<file path="config.mk">
export PLATFORM = sky130hd
export DESIGN_NAME = digit_entry_display
export DESIGN_NICKNAME = d
export VERILOG_FILES = /design/src/rtl/display_pkg.sv /design/src/rtl/key_debounce.sv /design/src/rtl/digit_entry_display.sv
export SDC_FILE = /design/constraint.sdc
export NUM_CORES = 1
export LEC_CHECK = 0
export CAP_MARGIN = 20
export CORE_ASPECT_RATIO = 1.25
export CORE_MARGIN = 2
export CORE_UTILIZATION = 40
export DETAILED_ROUTE_END_ITERATION = 6
export PLACE_DENSITY = 0.7
export SYNTH_ARGS = -nofsm -noshare
export SYNTH_HDL_FRONTEND = slang
export SYNTH_SLANG_ARGS = --single-unit
</file>
<file path="constraint.sdc">
create_clock -name clock -period 2.8 [get_ports clock]
set_input_delay 0.84 -clock clock [delete_from_list [all_inputs] [get_ports clock]]
set_output_delay 0.84 -clock clock [all_outputs]
set_load 0.03 [all_outputs]
</file>
<file path="src/rtl/display_pkg.sv">
// Shared constants, command encoding and the hex-to-segment decoder for the
// digit entry display.
package display_pkg;

    // Width of one stored digit
    localparam int DIGIT_W = 4;

    // Segment pattern with every segment dark (active-low)
    localparam logic [6:0] SEG_BLANK = 7'h7F;

    // Pushbutton positions within key_n
    localparam int KEY_WRITE = 0;
    localparam int KEY_LEFT  = 1;
    localparam int KEY_RIGHT = 2;
    localparam int KEY_CLEAR = 3;

    // Command selected in a cycle after priority resolution
    typedef enum logic [2:0] {
        CMD_NONE  = 3'd0,
        CMD_WRITE = 3'd1,
        CMD_LEFT  = 3'd2,
        CMD_RIGHT = 3'd3,
        CMD_CLEAR = 3'd4
    } cmd_e;

    // Active-low seven-segment glyph, bit 0 = segment a, full hex set
    function automatic logic [6:0] hex_to_seg(input logic [DIGIT_W-1:0] value);
        logic [6:0] seg;
        case (value)
            4'h0: seg = 7'h40;
            4'h1: seg = 7'h79;
            4'h2: seg = 7'h24;
            4'h3: seg = 7'h30;
            4'h4: seg = 7'h19;
            4'h5: seg = 7'h12;
            4'h6: seg = 7'h02;
            4'h7: seg = 7'h78;
            4'h8: seg = 7'h00;
            4'h9: seg = 7'h10;
            4'hA: seg = 7'h08;
            4'hB: seg = 7'h03;
            4'hC: seg = 7'h46;
            4'hD: seg = 7'h21;
            4'hE: seg = 7'h06;
            default: seg = 7'h0E;
        endcase
        return seg;
    endfunction

endpackage

</file>
<file path="src/rtl/key_debounce.sv">
// One pushbutton: two-flop synchroniser, symmetric debounce counter and a
// single-cycle pulse on every accepted press.
module key_debounce #(
    parameter int DEBOUNCE_CYCLES = 16
) (
    input  logic clock,
    input  logic reset_L,
    input  logic key_n,
    output logic press
);

    localparam int CNT_W = $clog2(DEBOUNCE_CYCLES + 1);
    localparam logic [CNT_W-1:0] CNT_LAST = CNT_W'(DEBOUNCE_CYCLES - 1);

    localparam logic [0:0] ST_IDLE    = 1'b0;
    localparam logic [0:0] ST_PRESSED = 1'b1;

    logic             sync_meta_reg;
    logic             sync_out_reg;
    logic [0:0]       state_reg;
    logic [CNT_W-1:0] count_reg;
    logic             press_reg;
    logic             opposing;

    // Two-flop synchroniser; resets to the released level
    always_ff @(posedge clock or negedge reset_L) begin
        if (!reset_L) begin
            sync_meta_reg <= 1'b1;
            sync_out_reg  <= 1'b1;
        end else begin
            sync_meta_reg <= key_n;
            sync_out_reg  <= sync_meta_reg;
        end
    end

    // A sample "opposes" the debounced state when it points the other way
    assign opposing = (state_reg == ST_IDLE) ? ~sync_out_reg : sync_out_reg;

    // Count consecutive opposing samples; flip state on the last one and
    // pulse only on the idle-to-pressed transition
    always_ff @(posedge clock or negedge reset_L) begin
        if (!reset_L) begin
            state_reg <= ST_IDLE;
            count_reg <= '0;
            press_reg <= 1'b0;
        end else begin
            press_reg <= 1'b0;
            if (opposing) begin
                if (count_reg == CNT_LAST) begin
                    state_reg <= ~state_reg;
                    count_reg <= '0;
                    press_reg <= (state_reg == ST_IDLE);
                end else begin
                    count_reg <= count_reg + 1'b1;
                end
            end else begin
                count_reg <= '0;
            end
        end
    end

    assign press = press_reg;

endmodule

</file>
<file path="src/rtl/digit_entry_display.sv">
// Hex digit entry with a cursor, four debounced keys and registered
// seven-segment outputs. Optional cursor blink: define DIGIT_ENTRY_BLINK_EN.
module digit_entry_display
    import display_pkg::*;
#(
    parameter int NUM_DIGITS        = 8,
    parameter int DEBOUNCE_CYCLES   = 16,
    parameter int BLINK_HALF_PERIOD = 2**22
) (
    input  logic                          clock,
    input  logic                          reset_L,
    input  logic [3:0]                    key_n,
    input  logic [DIGIT_W-1:0]            data_in,
    input  logic [NUM_DIGITS-1:0]         enable_mask,
    output logic [NUM_DIGITS*7-1:0]       hex_out,
    output logic [$clog2(NUM_DIGITS)-1:0] cursor
);

    localparam int CUR_W = $clog2(NUM_DIGITS);
    localparam logic [CUR_W-1:0] CUR_LAST = CUR_W'(NUM_DIGITS - 1);

    // Elaboration-time guard on the legal parameter ranges
    if (NUM_DIGITS < 2 || NUM_DIGITS > 16) begin : g_bad_digits
        $error("NUM_DIGITS out of range");
    end
    if (DEBOUNCE_CYCLES < 2) begin : g_bad_debounce
        $error("DEBOUNCE_CYCLES must be at least 2");
    end
    if (BLINK_HALF_PERIOD < 2) begin : g_bad_blink
        $error("BLINK_HALF_PERIOD must be at least 2");
    end

    logic [3:0]         press;
    cmd_e               cmd;
    logic [DIGIT_W-1:0] digits_reg [NUM_DIGITS];
    logic [CUR_W-1:0]   cursor_reg;
    logic [CUR_W-1:0]   cursor_inc;
    logic [CUR_W-1:0]   cursor_dec;
    logic               blink_off;

    for (genvar gi = 0; gi < 4; gi++) begin : g_key
        key_debounce #(
            .DEBOUNCE_CYCLES(DEBOUNCE_CYCLES)
        ) u_key (
            .clock   (clock),
            .reset_L (reset_L),
            .key_n   (key_n[gi]),
            .press   (press[gi])
        );
    end

    // Single winner per cycle: clear > write > left > right
    always_comb begin
        cmd = CMD_NONE;
        if (press[KEY_CLEAR]) begin
            cmd = CMD_CLEAR;
        end else if (press[KEY_WRITE]) begin
            cmd = CMD_WRITE;
        end else if (press[KEY_LEFT]) begin
            cmd = CMD_LEFT;
        end else if (press[KEY_RIGHT]) begin
            cmd = CMD_RIGHT;
        end
    end

    // Explicit wrap so non-power-of-two digit counts behave
    assign cursor_inc = (cursor_reg == CUR_LAST) ? '0 : cursor_reg + 1'b1;
    assign cursor_dec = (cursor_reg == '0) ? CUR_LAST : cursor_reg - 1'b1;

    // Cursor movement for every command
    always_ff @(posedge clock or negedge reset_L) begin
        if (!reset_L) begin
            cursor_reg <= '0;
        end else begin
            case (cmd)
                CMD_CLEAR: cursor_reg <= '0;
                CMD_WRITE: cursor_reg <= cursor_inc;
                CMD_LEFT:  cursor_reg <= cursor_inc;
                CMD_RIGHT: cursor_reg <= cursor_dec;
                default:   cursor_reg <= cursor_reg;
            endcase
        end
    end

    // Digit storage: clear zeroes everything, write hits only the cursor digit
    always_ff @(posedge clock or negedge reset_L) begin
        if (!reset_L) begin
            for (int i = 0; i < NUM_DIGITS; i++) begin
                digits_reg[i] <= '0;
            end
        end else begin
            for (int i = 0; i < NUM_DIGITS; i++) begin
                if (cmd == CMD_CLEAR) begin
                    digits_reg[i] <= '0;
                end else if (cmd == CMD_WRITE && cursor_reg == CUR_W'(i)) begin
                    digits_reg[i] <= data_in;
                end
            end
        end
    end

`ifdef DIGIT_ENTRY_BLINK_EN
    localparam int BLINK_W = $clog2(BLINK_HALF_PERIOD);
    localparam logic [BLINK_W-1:0] BLINK_LAST = BLINK_W'(BLINK_HALF_PERIOD - 1);

    logic [BLINK_W-1:0] blink_cnt_reg;
    logic               blink_off_reg;

    // Free-running half-phase counter; any command restarts it visible
    always_ff @(posedge clock or negedge reset_L) begin
        if (!reset_L) begin
            blink_cnt_reg <= '0;
            blink_off_reg <= 1'b0;
        end else if (cmd != CMD_NONE) begin
            blink_cnt_reg <= '0;
            blink_off_reg <= 1'b0;
        end else if (blink_cnt_reg == BLINK_LAST) begin
            blink_cnt_reg <= '0;
            blink_off_reg <= ~blink_off_reg;
        end else begin
            blink_cnt_reg <= blink_cnt_reg + 1'b1;
        end
    end

    assign blink_off = blink_off_reg;
`else
    assign blink_off = 1'b0;
`endif

    // Registered segment drive: blank when disabled or blinked off
    always_ff @(posedge clock or negedge reset_L) begin
        if (!reset_L) begin
            hex_out <= {NUM_DIGITS{SEG_BLANK}};
        end else begin
            for (int i = 0; i < NUM_DIGITS; i++) begin
                if (!enable_mask[i] || (blink_off && cursor_reg == CUR_W'(i))) begin
                    hex_out[i*7 +: 7] <= SEG_BLANK;
                end else begin
                    hex_out[i*7 +: 7] <= hex_to_seg(digits_reg[i]);
                end
            end
        end
    end

    assign cursor = cursor_reg;

endmodule

</file>
==> results of run 1 <==
-- per-layer routing --
metal	vias up	part of all wire [%]	GRT usage (%)
met5	-	0	0
li1	2242	-	-
met4	0	1.5	6.51
met1	2304	42	18.1
met2	110	52	28.2
met3	18	4.9	4.77
-- kinds of logic after synthesis --
logic type | count (synthesis) | synth area share [%]
compound gates | 115 | 12.6
xor+xnor | 10 | 1.34
fa+ha+maj | 59 | 11.3
buf+inv | 58 | 3.94
flops | 127 | 50.0
mux | 45 | 7.01
simple gates | 182 | 13.8
-- power groups by stage --
stage | clock network, W | registers [W] | logic [W]
2_1_floorplan | 0 | 0.00217 | 0.000207
3_3_place_gp | 0 | 0.00208 | 0.000511
3_5_place_dp | 0 | 0.00208 | 0.000528
4_1_cts | 0.00230 | 0.00205 | 0.000532
5_1_grt | 0.00239 | 0.00207 | 0.000575
6_report | 0.00225 | 0.00205 | 0.000524
-- worst reg2reg max path, stage by stage (launching register included) --
cell and delay, ns:
dfrtp_1 0.69, nand3_1 0.37, mux2i_1 0.28, nor2_1 0.08
-- how the worst max path moves through the flow --
stage | start | endpoint | slack (ns) | cells after the start
2_1_floorplan | cursor[0] | digits_reg[28] | 1.29 | 5
3_3_place_gp | cursor[2] | cursor[2] | 0.73 | 1
3_5_place_dp | cursor[2] | cursor[2] | 0.70 | 1
4_1_cts | cursor[2] | cursor[2] | 0.24 | 1
5_1_grt | cursor[2] | cursor[2] | 0.18 | 1
6_report | cursor[2] | cursor[2] | 0.24 | 1
-- through the flow --
stage	utilization [%]	total power [W]	setup slack, ns	instances
finish	50.1	0.00482	0.235	899
global placement	46.4	0.00259	0.727	867
floorplan	-	0.00238	1.29	596
CTS	50.1	0.00489	0.239	899
detailed placement	46.4	0.00261	0.698	867
global route	50.1	0.00503	0.178	899
-- area by class of cell --
type / instances / area (µm²)
Sequential cell: 127 / 3260
Clock inverter: 13 / 164
Inverter: 34 / 128
Clock buffer: 19 / 443
Multi-Input combinational cell: 411 / 3000
Timing Repair Buffer: 79 / 793
Fill cell: 1377 / 8010
Tap cell: 216 / 270
-- layout by cell type (no fill, tap or decap), drive strengths merged, types with 2 or more instances in the layout --
cell / Yosys / layout
a21boi: 12 / 12
a21oi: 13 / 13
a31oi: 3 / 3
and2: 2 / 2
and3: 2 / 2
buf: 16 / 4
bufinv: 0 / 3
clkbuf: 8 / 19
clkdlybuf4s50: 0 / 75
clkinv: 0 / 7
clkinvlp: 0 / 2
dfrtp: 63 / 63
dfstp: 64 / 64
ha: 59 / 59
inv: 34 / 35
mux2: 5 / 5
mux2i: 40 / 40
nand2: 29 / 29
nand2b: 19 / 19
nand3: 32 / 32
nand3b: 12 / 12
nand4b: 3 / 3
nor2: 60 / 60
nor2b: 14 / 14
nor3: 4 / 4
nor3b: 2 / 2
nor4: 2 / 2
o211ai: 28 / 28
o21ai: 21 / 21
o221ai: 2 / 2
o311ai: 21 / 21
o31a: 7 / 7
o31ai: 3 / 3
xnor2: 4 / 4
xor2: 6 / 6
==> metrics.cfg, run 1 <==
[run_status]
status = finished, final reports clean

[worst_hold_path]
holdCritStartpoint = g_key[2].u_key.sync_meta_reg
hold_path_class = reg2reg
min_to = g_key[2].u_key.sync_out_reg
hold_path_depth = 0

[synth]
async_flop_share_pct = 100
syn_nets = 673
synth_cells = 596
synth_top_area_share_pct = 25.8
synth_edf_count = 0
synth_most_common_cell = dfstp_2
synth_commonest_cells = dfstp_2, dfrtp_1, nor2_1
synth_top_cell_by_area = dfstp_2
synth_warnings = 0
synthFlopType = dfstp_2
syn_area_per_cell_um2 = 10.9
syn_area_um2 = 6520
synth_cell_type_count = 40
synth-seq-cells = 127
seq_area_frac_synth_pct = 50.0
ys_top_cells_by_area = dfstp_2, dfrtp_1, ha_1

[grt]
grt_start_max_net_pins = 58
grt_pass1_vias = 4856
grt_pass1_wl_mm = 22.5
grt_usage_pct = 16.0
grt_antenna_before_repair = 0
overflow = 0

[routing]
routed_wl_mm = 13.2
drc = 0
via_per_inst = 5.20
wl_per_cell_um = 14.7
ant_nets = 0
drt_iter0_markers = 308
first_pass_iters = 4
num_vias = 4674

[die]
io_pins = 77
die_w_um = 118
die_y_um = 147
row_count = 52
core_area_um2 = 16100
fp.dieArea_um2 = 17300
initial_utilization_pct = 40.6

[critical_path]
timing.critical_path.cells = clkdlybuf4s50_1
crit_path_top_delay_cell = clkdlybuf4s50_1
r2r_setup_slack_ns = 1.27
r2r-start = g_key[0].u_key.press
cp_top_family = buffers and inverters
timing.critical_path.slowest_cell_delay_ns = 0.76
crit_required_ns = 1.96
path_max_fanout = 12
reg2reg_depth = 3
critPathLaunchType = flip-flop
r2r_end = digits_reg[5]
crit_type = reg2out
worst-path-buf-inv = 1
critPathCaptureType = output pin
worstPathArrival_ns = 1.72

[clocking]
cts_htree_levels = 4
clk_latency_ns = 0.43
cts_buffers = 17
cts_resized = 0
cts_tree = done
ctsHoldBuffers = 0
clock_path_buffers = 2
cts.sinks = 127
clkSlewWorstSetupHoldPaths_ns = 0.06
cts_setup_buffers = 0
clockRootBuffer = clkbuf_16

[layout]
largest_reg_flops = 56
antennaDiodeCount = 0
syn_to_final_growth_pct = 23.7
fin_nets = 747
final_area_um2 = 8060
drive_above_1_share_pct = 15.5

[timing]
rsz0062_at_grt = false
hold_viol_final = 0
period_needed_ns = 2.56
period_share_pct = 91.6
maxClockFrequency_ghz = 0.390
relSlewSlack_pct = 59.0
hold_ws_ns = 0.354
fin_skew_ns = 0.0130
maxSlewViolCount = 0
setup_violations = 0
finalSetupTns_ns = 0
worst_pin_slew_ns = 0.615

[power]
netSwitchingPower_w = 0.00121
power.internal_w = 0.00362
irDropWorstVdd_mv = 0.336
power_frac_seq_pct = 42.6
power.share.switching_pct = 25.0
p_clk_share_pct = 46.5
combPwrFrac_pct = 10.9
p_leak_nw = 3.68
p_per_area_nw_per_um2 = 599

[job]
cap_viol_max_count = 0

[placed_design]
place_hpwl_mm = 9.27
port_buffers = 76
gp_congestion = 0.821
place_area_um2 = 7450

Power figures use the tool's default switching activity.
==> inputs of run 2 (changes only) <==
--- a/config.mk
+++ b/config.mk
@@ -11,6 +11,7 @@
 export CORE_UTILIZATION = 40
 export DETAILED_ROUTE_END_ITERATION = 6
 export PLACE_DENSITY = 0.7
+export SLEW_MARGIN = 15
 export SYNTH_ARGS = -nofsm -noshare
 export SYNTH_HDL_FRONTEND = slang
 export SYNTH_SLANG_ARGS = --single-unit
==> results of run 2 <==
Same layout as run 1: the final DEF is identical, and so are final timing and power.
==> inputs of run 3 (changes only) <==
--- a/config.mk
+++ b/config.mk
@@ -9,6 +9,7 @@
 export CORE_ASPECT_RATIO = 1.25
 export CORE_MARGIN = 2
 export CORE_UTILIZATION = 40
+export CTS_CLUSTER_DIAMETER = 200
 export DETAILED_ROUTE_END_ITERATION = 6
 export PLACE_DENSITY = 0.7
 export SLEW_MARGIN = 15
==> results of run 3 <==
Same layout as run 1: the final DEF is identical, and so are final timing and power.
